`src/rtl/hazard_unit_pkg.sv`:
```
// Shared encodings for the pipeline hazard controller: operand-forward selects
// and the data-memory wait state machine.
package hazard_unit_pkg;

    localparam logic [1:0] FWD_RF = 2'b00;
    localparam logic [1:0] FWD_W  = 2'b01;
    localparam logic [1:0] FWD_M  = 2'b10;

    localparam int WAIT_W = 4;

    typedef enum logic {
        HZ_IDLE = 1'b0,
        HZ_WAIT = 1'b1
    } hz_state_t;

endpackage

```
`src/rtl/hazard_unit_perf.sv`:
```
// Wrap-around performance counters for the hazard controller: cycles, stall cycles, flush events.
// Counts update one edge after the qualifying event; there is no backpressure.
module hazard_perf #(
    parameter int CNT_W = 32
) (
    input  logic             i_clk,
    input  logic             i_reset,
    input  logic             i_stallEv,
    input  logic             i_flushEv,
    output logic [CNT_W-1:0] o_cycleCnt,
    output logic [CNT_W-1:0] o_stallCnt,
    output logic [CNT_W-1:0] o_flushCnt
);

    logic [CNT_W-1:0] r_cycleCnt;
    logic [CNT_W-1:0] r_stallCnt;
    logic [CNT_W-1:0] r_flushCnt;

    always_ff @(posedge i_clk) begin
        if (i_reset) begin
            r_cycleCnt <= '0;
            r_stallCnt <= '0;
            r_flushCnt <= '0;
        end else begin
            r_cycleCnt <= r_cycleCnt + 1'b1;
            if (i_stallEv) r_stallCnt <= r_stallCnt + 1'b1;
            if (i_flushEv) r_flushCnt <= r_flushCnt + 1'b1;
        end
    end

    assign o_cycleCnt = r_cycleCnt;
    assign o_stallCnt = r_stallCnt;
    assign o_flushCnt = r_flushCnt;

endmodule

```
`src/rtl/hazard_unit.sv`:
```
// Five-stage pipeline hazard controller: forwarding, load-use stall, branch flush, memory wait FSM.
// Controls are combinational in the same cycle; a memory access holds the whole pipe for MEM_LAT cycles.
module hazard_unit
    import hazard_unit_pkg::*;
#(
    parameter int WORD    = 32,
    parameter int REG_W   = 5,
    parameter int MEM_LAT = 0,
    parameter int CNT_W   = 32
) (
    input  logic             i_clk,
    input  logic             i_reset,
    input  logic [REG_W-1:0] i_rs1D,
    input  logic [REG_W-1:0] i_rs2D,
    input  logic [REG_W-1:0] i_rs1E,
    input  logic [REG_W-1:0] i_rs2E,
    input  logic [REG_W-1:0] i_writeRegE,
    input  logic [REG_W-1:0] i_writeRegM,
    input  logic [REG_W-1:0] i_writeRegW,
    input  logic             i_regWriteM,
    input  logic             i_regWriteW,
    input  logic             i_mem2regE,
    input  logic             i_memAccessM,
    input  logic             i_PCSrcM,
    output logic [1:0]       o_fwdAE,
    output logic [1:0]       o_fwdBE,
    output logic             o_stallF,
    output logic             o_stallD,
    output logic             o_stallE,
    output logic             o_stallM,
    output logic             o_flushD,
    output logic             o_flushE,
    output logic             o_flushM,
    output logic             o_flushW,
    output logic [CNT_W-1:0] o_cycleCnt,
    output logic [CNT_W-1:0] o_stallCnt,
    output logic [CNT_W-1:0] o_flushCnt
);

    localparam logic [WAIT_W-1:0] LAT_M1 = WAIT_W'((MEM_LAT == 0) ? 0 : MEM_LAT - 1);

    hz_state_t         r_state;
    hz_state_t         w_nextState;
    logic [WAIT_W-1:0] r_waitCnt;
    logic [WAIT_W-1:0] w_nextWait;
    logic              w_memStall;
    logic              w_loadUse;
    logic              w_stallEv;
    logic              w_flushEv;

    // Memory-stage result wins over writeback: it is the younger producer.
    function automatic logic [1:0] fwd_sel(input logic [REG_W-1:0] rs);
        if (rs == '0)                                  return FWD_RF;
        else if (i_regWriteM && (i_writeRegM == rs))   return FWD_M;
        else if (i_regWriteW && (i_writeRegW == rs))   return FWD_W;
        else                                           return FWD_RF;
    endfunction

    assign w_loadUse = i_mem2regE && (i_writeRegE != '0) &&
                       ((i_writeRegE == i_rs1D) || (i_writeRegE == i_rs2D));

    always_comb begin
        w_memStall  = 1'b0;
        w_nextState = r_state;
        w_nextWait  = r_waitCnt;
        case (r_state)
            HZ_IDLE: begin
                if (i_memAccessM && (MEM_LAT != 0)) begin
                    w_memStall  = 1'b1;
                    w_nextState = HZ_WAIT;
                    w_nextWait  = LAT_M1;
                end
            end
            HZ_WAIT: begin
                w_memStall = (r_waitCnt != '0);
                if (r_waitCnt == '0) w_nextState = HZ_IDLE;
                else                 w_nextWait  = r_waitCnt - 1'b1;
            end
            default: w_nextState = HZ_IDLE;
        endcase
    end

    always_ff @(posedge i_clk) begin
        if (i_reset) begin
            r_state   <= HZ_IDLE;
            r_waitCnt <= '0;
        end else begin
            r_state   <= w_nextState;
            r_waitCnt <= w_nextWait;
        end
    end

    always_comb begin
        o_fwdAE  = FWD_RF;
        o_fwdBE  = FWD_RF;
        o_stallF = 1'b0;
        o_stallD = 1'b0;
        o_stallE = 1'b0;
        o_stallM = 1'b0;
        o_flushD = 1'b0;
        o_flushE = 1'b0;
        o_flushM = 1'b0;
        o_flushW = 1'b0;
        if (i_reset) begin
            o_flushD = 1'b1;
            o_flushE = 1'b1;
            o_flushM = 1'b1;
            o_flushW = 1'b1;
        end else begin
            o_fwdAE = fwd_sel(i_rs1E);
            o_fwdBE = fwd_sel(i_rs2E);
            // A pending branch waits out the memory stall; it redirects once memory releases.
            if (w_memStall) begin
                o_stallF = 1'b1;
                o_stallD = 1'b1;
                o_stallE = 1'b1;
                o_stallM = 1'b1;
                o_flushW = 1'b1;
            end else if (i_PCSrcM) begin
                o_flushD = 1'b1;
                o_flushE = 1'b1;
                o_flushM = 1'b1;
            end else if (w_loadUse) begin
                o_stallF = 1'b1;
                o_stallD = 1'b1;
                o_flushE = 1'b1;
            end
        end
    end

    assign w_stallEv = w_memStall || (w_loadUse && !i_PCSrcM);
    assign w_flushEv = !w_memStall && i_PCSrcM;

    hazard_perf #(
        .CNT_W(CNT_W)
    ) u_perf (
        .i_clk      (i_clk),
        .i_reset    (i_reset),
        .i_stallEv  (w_stallEv),
        .i_flushEv  (w_flushEv),
        .o_cycleCnt (o_cycleCnt),
        .o_stallCnt (o_stallCnt),
        .o_flushCnt (o_flushCnt)
    );

endmodule

```
`config.mk`:
```
export PLATFORM = sky130hd
export DESIGN_NAME = hazard_unit
export DESIGN_NICKNAME = d
export VERILOG_FILES = /design/src/rtl/hazard_unit_pkg.sv /design/src/rtl/hazard_unit_perf.sv /design/src/rtl/hazard_unit.sv
export SDC_FILE = /design/constraint.sdc
export NUM_CORES = 1
export LEC_CHECK = 0
export ABC_AREA = 1
export CORE_ASPECT_RATIO = 0.6
export CORE_MARGIN = 5
export CORE_UTILIZATION = 54
export DETAILED_ROUTE_END_ITERATION = 8
export PLACE_DENSITY = 0.86
export SKIP_CTS_REPAIR_TIMING = 1
export SLEW_MARGIN = 20
export SYNTH_ARGS = -nofsm -noshare
export SYNTH_HDL_FRONTEND = slang
export SYNTH_SLANG_ARGS = --single-unit
```
`constraint.sdc`:
```
create_clock -name i_clk -period 3.65 [get_ports i_clk]
set_input_delay 0.5475 -clock i_clk [delete_from_list [all_inputs] [get_ports i_clk]]
set_output_delay 0.5475 -clock i_clk [all_outputs]
set_load 0.02 [all_outputs]
```
==> results.json <==
{
  "status": "completed",
  "setup_viol": 0,
  "clk_latency_ns": 0.34,
  "syn_to_final_growth_pct": 30.4,
  "dp_hpwl_um": 12800,
  "synth_cell_type_count": 43,
  "clock_skew_ns": 0.0100,
  "rows": 30,
  "routed_wl_um": 16800,
  "grt_pass1_wl_um": 27600,
  "core_um2": 11200,
  "fillers": 958,
  "hold-worst-slack_ns": 0.465,
  "syn_avg_cell_area_um2": 6.34,
  "yosysWarningCount": 0,
  "synth_most_common_cell": "nand2_1",
  "synthCells": 961,
  "track_usage": 0.243,
  "vias": 6592,
  "drc_errors": 0,
  "synth_area_um2": 6100,
  "max_freq_ghz": 0.305,
  "h-tree-depth": 3,
  "pre_cts_slack_ns": 0.397,
  "fin_util": 0.711,
  "crit_path_max_fanout": 6,
  "ys_seq_area_frac": 0.332,
  "initial_core_util": 0.545,
  "grt_start_max_net_pins": 64,
  "synth_ff_type": "dfxtp_1",
  "min_path_type": "flop to flop",
  "cp.arrival_ns": 2.73,
  "ios": 150,
  "synth.area.top_cells": "dfxtp_1, nand2_1, nor2_1, inv_1, nand3_1",
  "yosysTopAreaCellShare": 0.332,
  "drt-wirelength-per-cell_um": 13.5,
  "synth_common_cells": "nand2_1, nor2_1, inv_1",
  "period_share": 0.899,
  "placed_cells": 1232,
  "grt_overflow_total": 0,
  "layout_setup_ws_ns": 0.369,
  "nets": 1145,
  "fp.dieH_um": 92.3,
  "cts_buffer_depth": 2,
  "first_pass_iters": 5,
  "synth_fp_nets": 1007,
  "critPathLaunchType": "input port",
  "vdd_ir_drop_max_v": 0.000258,
  "p_total_mw": 2.36,
  "slew_viol_final": 0,
  "yosysTopAreaCell": "dfxtp_1",
  "drv_cap": 0,
  "max_slew_margin": 0.484,
  "clk_root_buffer_cell": "clkbuf_16",
  "synth_seq_cells": 101,
  "grt_antenna_before_repair": 0,
  "crit_required_ns": 3.10,
  "vias_per_cell": 5.28,
  "hold_violations": 0,
  "cts_buffers": 9,
  "fp.dieW_um": 147,
  "tns_ns": 0,
  "insertedDiodeCount": 0,
  "power.density_nw_per_um2": 297,
  "synth_edf_count": 0,
  "drt_iter0_drc": 569,
  "gp_congestion": 0.908,
  "grt_pass1_vias": 5698,
  "die_area_um2": 13600,
  "max_slew.worst_pin.slew_ns": 0.771,
  "clock-sinks": 101,
  "final_area_um2": 7950,
  "rsz0062_at_grt": "no",
  "drtAntennaViolNets": 0,
  "leakagePower_nw": 2.96,
  "instances_no_fill": 1248,
  "critPathKind": "input port to output port",
  "async_flop_share": 0,
  "layout-drive-gt1-share": 0.0598,
  "fin_crit_ns": 3.28,
  "end_kind": "output port",
  "place_area_um2": 7620,
  "ff_latch_area_um2": 2020,
  "path_clk_slew_ns": 0.07,
  "cts_tree": "yes",
  "io_buffers": 148,
  "multi_input_area_um2": 3470
}
## final timing paths
check                  startpoint                   end  slack, ns  depth (start not counted)
max                i_writeRegE[0]              o_stallF       0.37                         12
min          u_perf.o_cycleCnt[0]  u_perf.o_cycleCnt[0]       0.47                          1
max reg2reg          r_waitCnt[0]  u_perf.o_stallCnt[6]       1.52                         11
min reg2reg  u_perf.o_cycleCnt[0]  u_perf.o_cycleCnt[0]       0.47                          1
## layout make-up
| cell class | instances | area share |
|---|---|---|
| Sequential cell | 101 | 0.254 |
| Multi-Input combinational cell | 717 | 0.437 |
| Clock inverter | 5 | 0.0105 |
| Clock buffer | 11 | 0.0305 |
| Timing Repair Buffer | 152 | 0.189 |
| Inverter | 118 | 0.0557 |
| Tap cell | 144 | 0.0227 |
## power by group
| part | internal (mW) | total [mW] | switching (mW) |
|---|---|---|---|
| Clock | 0.621 | 1.04 | 0.419 |
| Combinational | 0.0918 | 0.201 | 0.110 |
| Sequential | 1.11 | 1.12 | 0.0104 |
| Total | 1.82 | 2.36 | 0.539 |
## cells in the final DEF, fill, tap and decap left out, drive strengths merged
| cell | Yosys | final |
|---|---|---|
| nand2b | 1 | 1 |
| buf | 18 | 5 |
| o22ai | 4 | 4 |
| nand3 | 67 | 67 |
| and3 | 1 | 1 |
| nand2 | 243 | 243 |
| clkbuf | 7 | 11 |
| a221oi | 1 | 1 |
| o221ai | 1 | 1 |
| nor2 | 180 | 180 |
| nor4 | 3 | 3 |
| a2111oi | 1 | 1 |
| a21oi | 56 | 56 |
| clkinv | 1 | 2 |
| or2 | 5 | 5 |
| bufinv | 0 | 2 |
| dfxtp | 101 | 101 |
| clkinvlp | 0 | 2 |
| nor3b | 2 | 2 |
| ha | 4 | 4 |
| nand3b | 11 | 11 |
| nand4 | 23 | 23 |
| and2 | 1 | 1 |
| o21ai | 32 | 32 |
| inv | 117 | 117 |
| nor3 | 50 | 50 |
| xor2 | 18 | 18 |
| a211oi | 2 | 2 |
| o211ai | 1 | 1 |
| o21a | 1 | 1 |
| xnor2 | 6 | 6 |
| clkdlybuf4s50 | 0 | 147 |
| a31oi | 3 | 3 |
## worst max-delay path: stages
cell and delay (ns):
clkdlybuf4s50_1 0.52, inv_1 0.08, nand2_1 0.06, nand2_1 0.05, nor2_1 0.10, nand3_1 0.07
nand2_1 0.16, nand3_2 0.15, nand2_1 0.11, inv_1 0.10, nor2_1 0.14, clkdlybuf4s50_1 0.64
## per-layer routing
layer  vias up  track usage  routed length (um)
li1       3370            -                   -
met1      2943        0.369                8230
met2       253        0.348                6720
met3        26       0.0631                1680
met4         0       0.0465                 203
met5         -            0                   0
## state kept, by name, indices dropped and copies added, names as in the netlist
signal / flops
u_perf.o_stallCnt: 32
u_perf.o_flushCnt: 32
r_state: 1
u_perf.o_cycleCnt: 32
r_waitCnt: 4
## cells by family (layout without fill, tap and decap cells)
kind of cell | count (synthesis) | count (layout) | synth area share
flops | 101 | 101 | 0.332
xor+xnor | 24 | 24 | 0.0345
fa+ha+maj | 4 | 4 | 0.00821
simple gates | 587 | 587 | 0.438
compound gates | 102 | 102 | 0.0887
buf+inv | 143 | 286 | 0.0985
(Power assumes the default switching activity.)
